## src/rtl/uart_pkg.sv

```systemverilog
// rtl/uart_pkg.sv - shared state types and counter sizing helper for the UART transceiver
// Contents:
//   tx_state_t  TX engine states (IDLE, START, DATA, PARITY, STOP)
//   rx_state_t  RX engine states (IDLE, START, DATA, PARITY, STOP, WAIT_IDLE)
//   cnt_width() bits needed to count 0..n-1 (never less than 1)
package uart_pkg;

  typedef enum logic [2:0] {
    TX_IDLE,
    TX_START,
    TX_DATA,
    TX_PARITY,
    TX_STOP
  } tx_state_t;

  typedef enum logic [2:0] {
    RX_IDLE,
    RX_START,
    RX_DATA,
    RX_PARITY,
    RX_STOP,
    RX_WAIT_IDLE
  } rx_state_t;

  function automatic int cnt_width(input int n);
    return (n > 1) ? $clog2(n) : 1;
  endfunction

endpackage

```

## src/rtl/uart_rx_engine.sv

```systemverilog
// rtl/uart_rx_engine.sv - UART receive engine: 2-flop synchroniser, bit timer and RX FSM
// Optional feature macro: UART_PARITY_EN (adds a parity bit after the data bits)
// Ports:
//   clk, reset     system clock, synchronous active-high reset
//   rx             asynchronous serial input pin
//   loopback_q     1 = take loop_serial instead of the synchronised pin
//   loop_serial    internal TX serial stream (already in the clk domain)
//   rx_data        last correctly framed word
//   rx_valid       one-cycle pulse, rx_data updated
//   rx_frame_err   one-cycle pulse, stop bit sampled low
//   rx_parity_err  one-cycle pulse, parity mismatch (0 without UART_PARITY_EN)
//   rx_idle        FSM is in IDLE (used to gate loopback changes)
module uart_rx_engine
  import uart_pkg::*;
#(
  parameter int CLKS_PER_BIT = 868,
  parameter int DATA_BITS    = 8,
  parameter int PARITY_ODD   = 0
) (
  input  logic                 clk,
  input  logic                 reset,
  input  logic                 rx,
  input  logic                 loopback_q,
  input  logic                 loop_serial,
  output logic [DATA_BITS-1:0] rx_data,
  output logic                 rx_valid,
  output logic                 rx_frame_err,
  output logic                 rx_parity_err,
  output logic                 rx_idle
);

  localparam int CW = cnt_width(CLKS_PER_BIT);
  localparam int BW = cnt_width(DATA_BITS);
  localparam logic [CW-1:0] BIT_END  = CW'(CLKS_PER_BIT - 1);
  localparam logic [CW-1:0] HALF_BIT = CW'(CLKS_PER_BIT / 2);
  localparam logic [BW-1:0] LAST_BIT = BW'(DATA_BITS - 1);

  logic [1:0]           sync;
  logic                 rx_line;
  rx_state_t            state;
  logic [CW-1:0]        cnt;
  logic [BW-1:0]        bit_idx;
  logic [DATA_BITS-1:0] shreg;
  logic                 bit_done;
  logic                 half_done;

`ifdef UART_PARITY_EN
  localparam logic PAR_ODD = (PARITY_ODD != 0);
  logic par_err;
  logic parity_err_q;
  assign rx_parity_err = parity_err_q;
`else
  assign rx_parity_err = 1'b0;
`endif

  // Loopback traffic is generated in this clock domain, so it skips the synchroniser.
  assign rx_line   = loopback_q ? loop_serial : sync[1];
  assign bit_done  = (cnt == BIT_END);
  assign half_done = (cnt == HALF_BIT);
  assign rx_idle   = (state == RX_IDLE);

  always_ff @(posedge clk) begin
    if (reset) begin
      sync <= 2'b11;
    end else begin
      sync <= {sync[0], rx};
    end
  end

  // After the start-bit check at half a bit, the timer is restarted so every
  // later bit_done lands in the middle of the next bit.
  always_ff @(posedge clk) begin
    if (reset) begin
      state        <= RX_IDLE;
      cnt          <= '0;
      bit_idx      <= '0;
      shreg        <= '0;
      rx_data      <= '0;
      rx_valid     <= 1'b0;
      rx_frame_err <= 1'b0;
`ifdef UART_PARITY_EN
      par_err      <= 1'b0;
      parity_err_q <= 1'b0;
`endif
    end else begin
      rx_valid     <= 1'b0;
      rx_frame_err <= 1'b0;
`ifdef UART_PARITY_EN
      parity_err_q <= 1'b0;
`endif
      case (state)
        RX_IDLE: begin
          cnt     <= '0;
          bit_idx <= '0;
          if (!rx_line) begin
            state <= RX_START;
          end
        end

        RX_START: begin
          if (half_done) begin
            cnt   <= '0;
            // High at mid start bit: treat as a glitch and drop it silently.
            state <= rx_line ? RX_IDLE : RX_DATA;
          end else begin
            cnt <= cnt + CW'(1);
          end
        end

        RX_DATA: begin
          if (bit_done) begin
            cnt   <= '0;
            shreg <= {rx_line, shreg[DATA_BITS-1:1]};
            if (bit_idx == LAST_BIT) begin
              bit_idx <= '0;
`ifdef UART_PARITY_EN
              state   <= RX_PARITY;
`else
              state   <= RX_STOP;
`endif
            end else begin
              bit_idx <= bit_idx + BW'(1);
            end
          end else begin
            cnt <= cnt + CW'(1);
          end
        end

`ifdef UART_PARITY_EN
        RX_PARITY: begin
          if (bit_done) begin
            cnt     <= '0;
            par_err <= (rx_line != ((^shreg) ^ PAR_ODD));
            state   <= RX_STOP;
          end else begin
            cnt <= cnt + CW'(1);
          end
        end
`endif

        RX_STOP: begin
          if (bit_done) begin
            cnt <= '0;
            if (rx_line) begin
              state <= RX_IDLE;
`ifdef UART_PARITY_EN
              if (par_err) begin
                parity_err_q <= 1'b1;
              end else begin
                rx_data  <= shreg;
                rx_valid <= 1'b1;
              end
`else
              rx_data  <= shreg;
              rx_valid <= 1'b1;
`endif
            end else begin
              rx_frame_err <= 1'b1;
`ifdef UART_PARITY_EN
              parity_err_q <= par_err;
`endif
              state        <= RX_WAIT_IDLE;
            end
          end else begin
            cnt <= cnt + CW'(1);
          end
        end

        RX_WAIT_IDLE: begin
          // A low line here is the tail of a broken frame, not a new start bit.
          if (rx_line) begin
            state <= RX_IDLE;
          end
        end

        default: begin
          state <= RX_IDLE;
        end
      endcase
    end
  end

endmodule

```

## src/rtl/uart_transceiver.sv

```systemverilog
// rtl/uart_transceiver.sv - full-duplex parametrised UART: inline TX engine, RX engine, loopback
// Optional feature macro: UART_PARITY_EN (parity bit after the data bits, even or odd by PARITY_ODD)
// Ports:
//   clk, reset     system clock, synchronous active-high reset
//   tx_data        word to transmit, taken on tx_valid && tx_ready
//   tx_valid       tx_data valid; must be held until accepted
//   tx_ready       TX engine idle and able to accept
//   tx             serial output pin, idle high, held high in loopback
//   rx             serial input pin (asynchronous)
//   rx_data        last correctly framed word
//   rx_valid       one-cycle pulse, rx_data updated
//   rx_frame_err   one-cycle pulse, stop bit sampled low
//   rx_parity_err  one-cycle pulse, parity mismatch
//   loopback       request internal TX -> RX routing (applied only when both engines idle)
module uart_transceiver
  import uart_pkg::*;
#(
  parameter int CLKS_PER_BIT = 868,
  parameter int DATA_BITS    = 8,
  parameter int STOP_BITS    = 1,
  parameter int PARITY_ODD   = 0
) (
  input  logic                 clk,
  input  logic                 reset,
  input  logic [DATA_BITS-1:0] tx_data,
  input  logic                 tx_valid,
  output logic                 tx_ready,
  output logic                 tx,
  input  logic                 rx,
  output logic [DATA_BITS-1:0] rx_data,
  output logic                 rx_valid,
  output logic                 rx_frame_err,
  output logic                 rx_parity_err,
  input  logic                 loopback
);

  localparam int CW = cnt_width(CLKS_PER_BIT);
  localparam int BW = cnt_width(DATA_BITS);
  localparam logic [CW-1:0] BIT_END   = CW'(CLKS_PER_BIT - 1);
  localparam logic [BW-1:0] LAST_BIT  = BW'(DATA_BITS - 1);
  localparam logic          LAST_STOP = (STOP_BITS == 2);

  tx_state_t            tx_state;
  logic [CW-1:0]        tx_cnt;
  logic [BW-1:0]        tx_bit_idx;
  logic [DATA_BITS-1:0] tx_shift;
  logic                 tx_stop_idx;
  logic                 tx_serial;
  logic                 tx_ready_q;
  logic                 tx_bit_done;
  logic                 loopback_q;
  logic                 rx_idle;

`ifdef UART_PARITY_EN
  localparam logic PAR_ODD = (PARITY_ODD != 0);
  logic tx_par;
`endif

  assign tx_bit_done = (tx_cnt == BIT_END);
  assign tx_ready    = tx_ready_q;
  assign tx          = loopback_q ? 1'b1 : tx_serial;

  always_ff @(posedge clk) begin
    if (reset) begin
      tx_state    <= TX_IDLE;
      tx_cnt      <= '0;
      tx_bit_idx  <= '0;
      tx_shift    <= '0;
      tx_stop_idx <= 1'b0;
      tx_serial   <= 1'b1;
      tx_ready_q  <= 1'b1;
`ifdef UART_PARITY_EN
      tx_par      <= 1'b0;
`endif
    end else begin
      case (tx_state)
        TX_IDLE: begin
          tx_serial <= 1'b1;
          tx_cnt    <= '0;
          if (tx_valid && tx_ready_q) begin
            tx_shift    <= tx_data;
            tx_ready_q  <= 1'b0;
            tx_serial   <= 1'b0;
            tx_bit_idx  <= '0;
            tx_stop_idx <= 1'b0;
`ifdef UART_PARITY_EN
            tx_par      <= (^tx_data) ^ PAR_ODD;
`endif
            tx_state    <= TX_START;
          end
        end

        // tx_shift is consumed from bit 0; each bit boundary presents the
        // next LSB and shifts the rest down.
        TX_START: begin
          if (tx_bit_done) begin
            tx_cnt    <= '0;
            tx_serial <= tx_shift[0];
            tx_shift  <= tx_shift >> 1;
            tx_state  <= TX_DATA;
          end else begin
            tx_cnt <= tx_cnt + CW'(1);
          end
        end

        TX_DATA: begin
          if (tx_bit_done) begin
            tx_cnt <= '0;
            if (tx_bit_idx == LAST_BIT) begin
`ifdef UART_PARITY_EN
              tx_serial <= tx_par;
              tx_state  <= TX_PARITY;
`else
              tx_serial <= 1'b1;
              tx_state  <= TX_STOP;
`endif
            end else begin
              tx_serial  <= tx_shift[0];
              tx_shift   <= tx_shift >> 1;
              tx_bit_idx <= tx_bit_idx + BW'(1);
            end
          end else begin
            tx_cnt <= tx_cnt + CW'(1);
          end
        end

`ifdef UART_PARITY_EN
        TX_PARITY: begin
          if (tx_bit_done) begin
            tx_cnt    <= '0;
            tx_serial <= 1'b1;
            tx_state  <= TX_STOP;
          end else begin
            tx_cnt <= tx_cnt + CW'(1);
          end
        end
`endif

        TX_STOP: begin
          if (tx_bit_done) begin
            tx_cnt <= '0;
            if (tx_stop_idx == LAST_STOP) begin
              tx_ready_q <= 1'b1;
              tx_state   <= TX_IDLE;
            end else begin
              tx_stop_idx <= 1'b1;
            end
          end else begin
            tx_cnt <= tx_cnt + CW'(1);
          end
        end

        default: begin
          tx_state   <= TX_IDLE;
          tx_serial  <= 1'b1;
          tx_ready_q <= 1'b1;
        end
      endcase
    end
  end

  // Switching the RX source mid-frame would corrupt both directions, so the
  // request is only taken while neither engine is busy.
  always_ff @(posedge clk) begin
    if (reset) begin
      loopback_q <= 1'b0;
    end else if ((tx_state == TX_IDLE) && rx_idle) begin
      loopback_q <= loopback;
    end
  end

  uart_rx_engine #(
    .CLKS_PER_BIT (CLKS_PER_BIT),
    .DATA_BITS    (DATA_BITS),
    .PARITY_ODD   (PARITY_ODD)
  ) u_rx (
    .clk           (clk),
    .reset         (reset),
    .rx            (rx),
    .loopback_q    (loopback_q),
    .loop_serial   (tx_serial),
    .rx_data       (rx_data),
    .rx_valid      (rx_valid),
    .rx_frame_err  (rx_frame_err),
    .rx_parity_err (rx_parity_err),
    .rx_idle       (rx_idle)
  );

endmodule

```

## config.mk

```make
export PLATFORM = sky130hd
export DESIGN_NAME = uart_transceiver
export DESIGN_NICKNAME = d
export VERILOG_FILES = /design/src/rtl/uart_pkg.sv /design/src/rtl/uart_rx_engine.sv /design/src/rtl/uart_transceiver.sv
export SDC_FILE = /design/constraint.sdc
export NUM_CORES = 1
export LEC_CHECK = 0
export ABC_AREA = 1
export CAP_MARGIN = 20
export CELL_PAD_IN_SITES_DETAIL_PLACEMENT = 1
export CELL_PAD_IN_SITES_GLOBAL_PLACEMENT = 1
export CORE_AREA = 2 2 95 97
export DETAILED_ROUTE_END_ITERATION = 8
export DIE_AREA = 0 0 97 99
export PLACE_DENSITY_LB_ADDON = 0.1
export SETUP_SLACK_MARGIN = 0.5
export SLEW_MARGIN = 30
export SYNTH_ARGS = -nofsm -noshare
export SYNTH_HDL_FRONTEND = slang
export SYNTH_SLANG_ARGS = --single-unit
```

## constraint.sdc

```tcl
create_clock -name clk -period 1.6 [get_ports clk]
set_clock_uncertainty 0.2 [all_clocks]
set_input_delay 0.16 -clock clk [delete_from_list [all_inputs] [get_ports clk]]
set_output_delay 0.16 -clock clk [all_outputs]
set_load 0.02 [all_outputs]
```

Yosys cells after proc, flatten, opt, wreduce, memory -nomap -nowiden
Index checks and enable logic that the tools add are counted.
{ "op_classes": {"addsub": 4, "n_eq_ne": 25, "mux": 49, "n_bitwise": 4, "reduce_logical": 24} }
{ "op_table": {"columns": ["op", "count"], "rows": [
  ["2-to-1 mux 3 bit", 18],
  ["2-to-1 mux 8 bit", 4],
  ["2-to-1 mux 10 bit", 3],
  ["one-hot mux 10 bit (3 select lines)", 1],
  ["one-hot mux 8 bit (3 select lines)", 1],
  ["adder 10 x 1 -> 10 bit (second input constant)", 2],
  ["== test 10 bit (second input constant)", 2],
  ["one-hot mux 10 bit (2 select lines)", 1],
  ["inequality test 2 bit (second input constant)", 8],
  ["== test 3 bit (second input constant)", 5],
  ["one-hot mux 3 bit (5 select lines)", 1],
  ["2-to-1 mux 1 bit", 13],
  ["one-hot mux 3 bit (2 select lines)", 2],
  ["one-hot mux 3 bit (4 select lines)", 1],
  ["AND reduction 6 bit", 2],
  ["== test 10 x 9 -> 1 bit (second input constant)", 1],
  ["inequality test 2 x 1 -> 1 bit (second input constant)", 5],
  ["AND reduction 3 bit", 3],
  ["AND reduction 4 bit", 2],
  ["nonzero test 2 bit", 4],
  ["adder 3 x 1 -> 3 bit (second input constant)", 2],
  ["== test 3 x 1 -> 1 bit (second input constant)", 2],
  ["== test 3 x 2 -> 1 bit (second input constant)", 2],
  ["logical NOT 3 bit", 2],
  ["11 further kinds", 19]
]} }
{ "word_totals": {"register_bits": 64, "in_bits": 13, "output_inout_bits": 13, "wordCells": 122} }

Longest topological paths before layout
{ "depth": {"depth_word": 4, "depth_mapped": 11, "ltp_nobuf": 11} }

Hierarchy
Synthesis repeated with hierarchy kept, for this count alone.
{ "unflattened": {"hier_cells": 464, "area_unflattened_um2": 3316.9} }
{ "by_module_without_submodules": {"columns": ["mod", "instances", "cells_each", "area_each_um2", "seq_area_each_um2"], "rows": [
  ["uart_rx_engine", 1, 241, 1816.7, 720.7],
  ["uart_transceiver", 1, 223, 1500.2, 540.5]
]} }

Worst setup path before layout
Ideal clock, no wire load.
{ "synth_timing": {"path_kind": "register to register", "from": "register u_rx.cnt[0]", "to": "register u_rx.rx_data[3]", "setup_time_ns": 0.132, "arrival_time_ns": 1.286, "required_ns": 1.268, "setup_slack_ns": -0.018, "stages_incl_launch_ff": 9, "n_path_buf": 0, "synth_period_minus_slack_ns": 1.618, "path_cell_list": "dfxtp_1 -> ha_1 -> nand3_1 -> nor2_2 -> nand2_2 -> nor2_4 -> nand2_2 -> nand2_1 -> a21oi_1"} }
{ "synth_via": {"elab_chain_len": 2} }
{ "synth_rtl": {"columns": ["item", "line", "rtl"], "rows": [
  ["from (decl)", "uart_rx_engine.sv:41", "logic [CW-1:0] cnt;"],
  ["from (signal assigned)", "uart_rx_engine.sv:106", "cnt <= cnt + CW'(1);"],
  ["from (signal assigned)", "uart_rx_engine.sv:125", "cnt <= cnt + CW'(1);"],
  ["from (signal assigned)", "uart_rx_engine.sv:165", "cnt <= cnt + CW'(1);"],
  ["== test 10 bit", "uart_rx_engine.sv:58", "assign bit_done = (cnt == BIT_END);"],
  ["AND reduction 3 bit (no source line)", null, null],
  ["to (signal assigned)", "uart_rx_engine.sv:154", "rx_data <= shreg;"],
  ["to (decl)", "uart_rx_engine.sv:25", "output logic [DATA_BITS-1:0] rx_data,"]
]} }
No other way between the ends.
A chain may end at the register's enable or synchronous reset.

Worst setup path in the final report
{ "layout_timing": {"from": "register u_rx.cnt[0]", "to": "register u_rx.state[0]"} }
{ "layout_via": {"elab_chain_len": 3, "elab_cells_between_ends": 6, "cone_classes": "eq/ne (5); reduce/logical (1)"} }
{ "layout_rtl": {"columns": ["item", "line", "rtl"], "rows": [
  ["== test 10 bit or == test 10 x 9 -> 1 bit (tied branches)", "uart_rx_engine.sv:58, uart_rx_engine.sv:59", null],
  ["inequality test 2 x 1 -> 1 bit (no source line)", null, null],
  ["AND reduction 6 bit (no source line) *", null, null],
  ["to (signal assigned)", "uart_rx_engine.sv:104", "state <= rx_line ? RX_IDLE : RX_DATA;"],
  ["to (decl)", "uart_rx_engine.sv:40", "rx_state_t state;"]
]} }
Every way passes the cells marked *; elsewhere a longest branch is shown, timed or not.

==> results.toml <==
[power_and_ir_drop]
power_density_nw_per_um2 = 1584
ir_drop_v = 0.0009073
leakage_nw = 2.195

[clock_tree]
cts_tree = "yes"
h-tree-depth = 3
root_buffer = "clkbuf_8"
clockBufferDepth = 2
clk_pin_slew_ns = 0.09
cts_sinks = 63
clk_latency_ns = 0.37
hold_buffers = 0
cts_buffers = 9

[sta]
layout_setup_ws_ns = -0.2645
finalMaxSlewViolations = 0
hold_ws_ns = 0.07164
fin_crit_sh_pct = 116.5
final_hold_viol_count = 0
fin_crit_ns = 1.865
max_freq_ghz = 0.5363
finalSetupViolations = 54
setup_tns_ns = -4.216
rsz0062_at_grt = "true"

[routing]
drt-total-wl_mm = 14.24
drt_first_pass_iters = 4
drtIter0Drc = 137
vias = 3649
viasPerCell = 5.406
drt.antenna.violating_nets = 0
wl_per_cell_microns = 21.10
drcViolationCount = 0

[synth]
synth_area_leader_cell = "dfxtp_1"
ys_async_sr_fraction_pct = 0
ys_seq_area_share_pct = 39.59
synth_most_common_cell = "nand2_1"
yosysWarnings = 0
syn_area_sq_um = 3186
ys_seq_elements = 63
synth_common_cells = "nand2_1, dfxtp_1, a21oi_1"
ys.flop_type = "dfxtp_1"
yosysUniqueCellTypes = 35
synth_top_area_share_pct = 39.59
ys_top_cells_by_area = "dfxtp_1, nand2_1, a21oi_1"
syn-num-nets = 475
avgSynthCellArea_sq_um = 7.001
synth-edff-count = 0
netlist_instances = 455

[job]
maxCapViolCount = 0

[global_route]
grt_usage_pct = 24.89
grt_pass1_wl_mm = 19.15
first_global_vias = 3791
overflow = 0
grt_antenna_before_repair = 0
grt_max_degree = 21

[setup_path]
end_kind = "flop"
critPathKind = "flop to flop"
critical_path_required_ns = 1.69
worst-path-max-fanout = 5
worst_ep_arrival_time_ns = 1.95
reg2reg_depth = 10
startpoint_type = "flop"

[cells_and_area]
final_nets = 582
antenna_cells = 0
drive_gt1_share_pct = 55.73
syn_to_final_growth_pct = 70.46

[floorplan]
dieArea_sq_um = 9603
core_area_sq_um = 8551
std_cell_rows = 34
pin_count = 26
dieHeight_microns = 99
die_w_microns = 97
start_util_pct = 37.25

[placement]
place_congestion = 0.8442
dp.final_hpwl_mm = 6.322
portBuffers = 24

[hold_path]
min_path_type = "primary input to flop"
min_path_cells = 2

[run_status]
outcome = "finished with violations"
violations = "negative setup slack"
-- power by group --
part           switching, mW  total [mW]  internal [mW]  leakage, nW
Sequential             0.283        2.12           1.84        0.525
Clock                  0.797        2.00           1.20        0.130
Combinational           2.70        4.49           1.79         1.54
Total                   3.78        8.60           4.82         2.19
-- cell families (layout without fill, tap and decap cells) --
group                    after synthesis  count (layout)  share of synthesized area, %
XOR/XNOR                               4               4                         1.100
other                                  1               1                        0.1177
AO/OA/AOI/OAI                         85              85                         14.26
flip-flops                            63              63                         39.59
AND/OR/NAND/NOR                      230             234                         33.74
buffers and inverters                 65             173                         8.445
adder cells (fa/ha/maj)                7               7                         2.749
-- metal layers --
layer  up-vias  share of wire (%)  global-route usage (%)
met2       105                 53                   46.05
met3        43                2.8                   3.688
met1      1814                 40                   28.45
met4         0                3.8                   10.83
met5         -                  0                       0
li1       1687                  -                       -
-- final timing paths --
kind | to | startpoint | slack, ns
max | u_rx.state[0]$_SDFFE_PP0P_ | u_rx.cnt[0]$_SDFFE_PP0P_ | -0.26
min reg2reg | u_rx.sync[1]$_SDFF_PP1_ | u_rx.sync[0]$_SDFF_PP1_ | 0.27
max reg2reg | u_rx.state[0]$_SDFFE_PP0P_ | u_rx.cnt[0]$_SDFFE_PP0P_ | -0.26
min | u_rx.rx_valid$_SDFF_PP0_ | reset | 0.07
-- worst max-delay path, stage by stage, from the launching register on --
cell     delay (ns)
dfxtp_2        0.35
inv_1          0.06
ha_1           0.17
nand2_1        0.10
nor2_2         0.15
nand3_2        0.11
nand2_4        0.15
nand3_4        0.13
nand2_1        0.11
nand2_1        0.09
nor2_1         0.16
-- placed cells by master (no fill, tap or decap), types with 9 or more instances in the layout --
| master | count |
|---|---|
| a21oi_1 | 20 |
| a21oi_2 | 29 |
| buf_4 | 59 |
| buf_6 | 26 |
| clkbuf_8 | 9 |
| clkdlybuf4s50_1 | 11 |
| dfxtp_1 | 35 |
| dfxtp_2 | 22 |
| inv_1 | 35 |
| inv_2 | 9 |
| nand2_1 | 77 |
| nand2_2 | 28 |
| nand2_4 | 25 |
| nand3_1 | 16 |
| nand3_2 | 17 |
| nor2_1 | 23 |
| nor2_2 | 12 |
| nor2_4 | 12 |
| o21ai_1 | 9 |
| o21ai_4 | 9 |
-- area by class of cell --
cell class / count / area [sq um]
clock buffers: 9 / 123.9
clock inverters: 7 / 145.1
fillers: 958 / 3120
inverters: 53 / 229.0
multi-input cells: 331 / 2486
flip-flops and latches: 63 / 1311
well taps: 108 / 135.1
repair buffers: 104 / 999.7
-- timing repair --
action | CTS | global route
pin swaps | 59 | 43
buffers inserted | 21 | 17
gates resized for setup | 205 | 59
endpoints found under the setup margin | 74 | 73
gates cloned | 4 | 1
-- state kept, by name (all words and copies together) (netlist names) --
signal and cells:
u_rx.state 3, u_rx.cnt 10, u_rx.rx_data 8, tx_ready 1
tx_cnt 10, tx_shift 8, tx_bit_idx 3, u_rx.bit_idx 3
u_rx.sync 2, tx_state 3, u_rx.rx_valid 1, u_rx.shreg 8
u_rx.rx_frame_err 1, loopback_q 1, tx_serial 1
-- stage by stage --
stage / instances / setup slack, ns / cell area (sq um) / utilization [%] / power (mW)
3_5_place_dp: 616 / -0.1203 / 4061 / 47.50 / 4.763
5_1_grt: 675 / -0.3418 / 5430 / 63.51 / 8.931
6_report: 675 / -0.2645 / 5430 / 63.51 / 8.601
2_1_floorplan: 455 / 0.03532 / 3423 / - / 3.993
4_1_cts: 657 / -0.02228 / 5017 / 58.68 / 7.654
3_3_place_gp: 616 / -0.07900 / 4061 / 47.50 / 4.698
(Power assumes the default switching activity.)
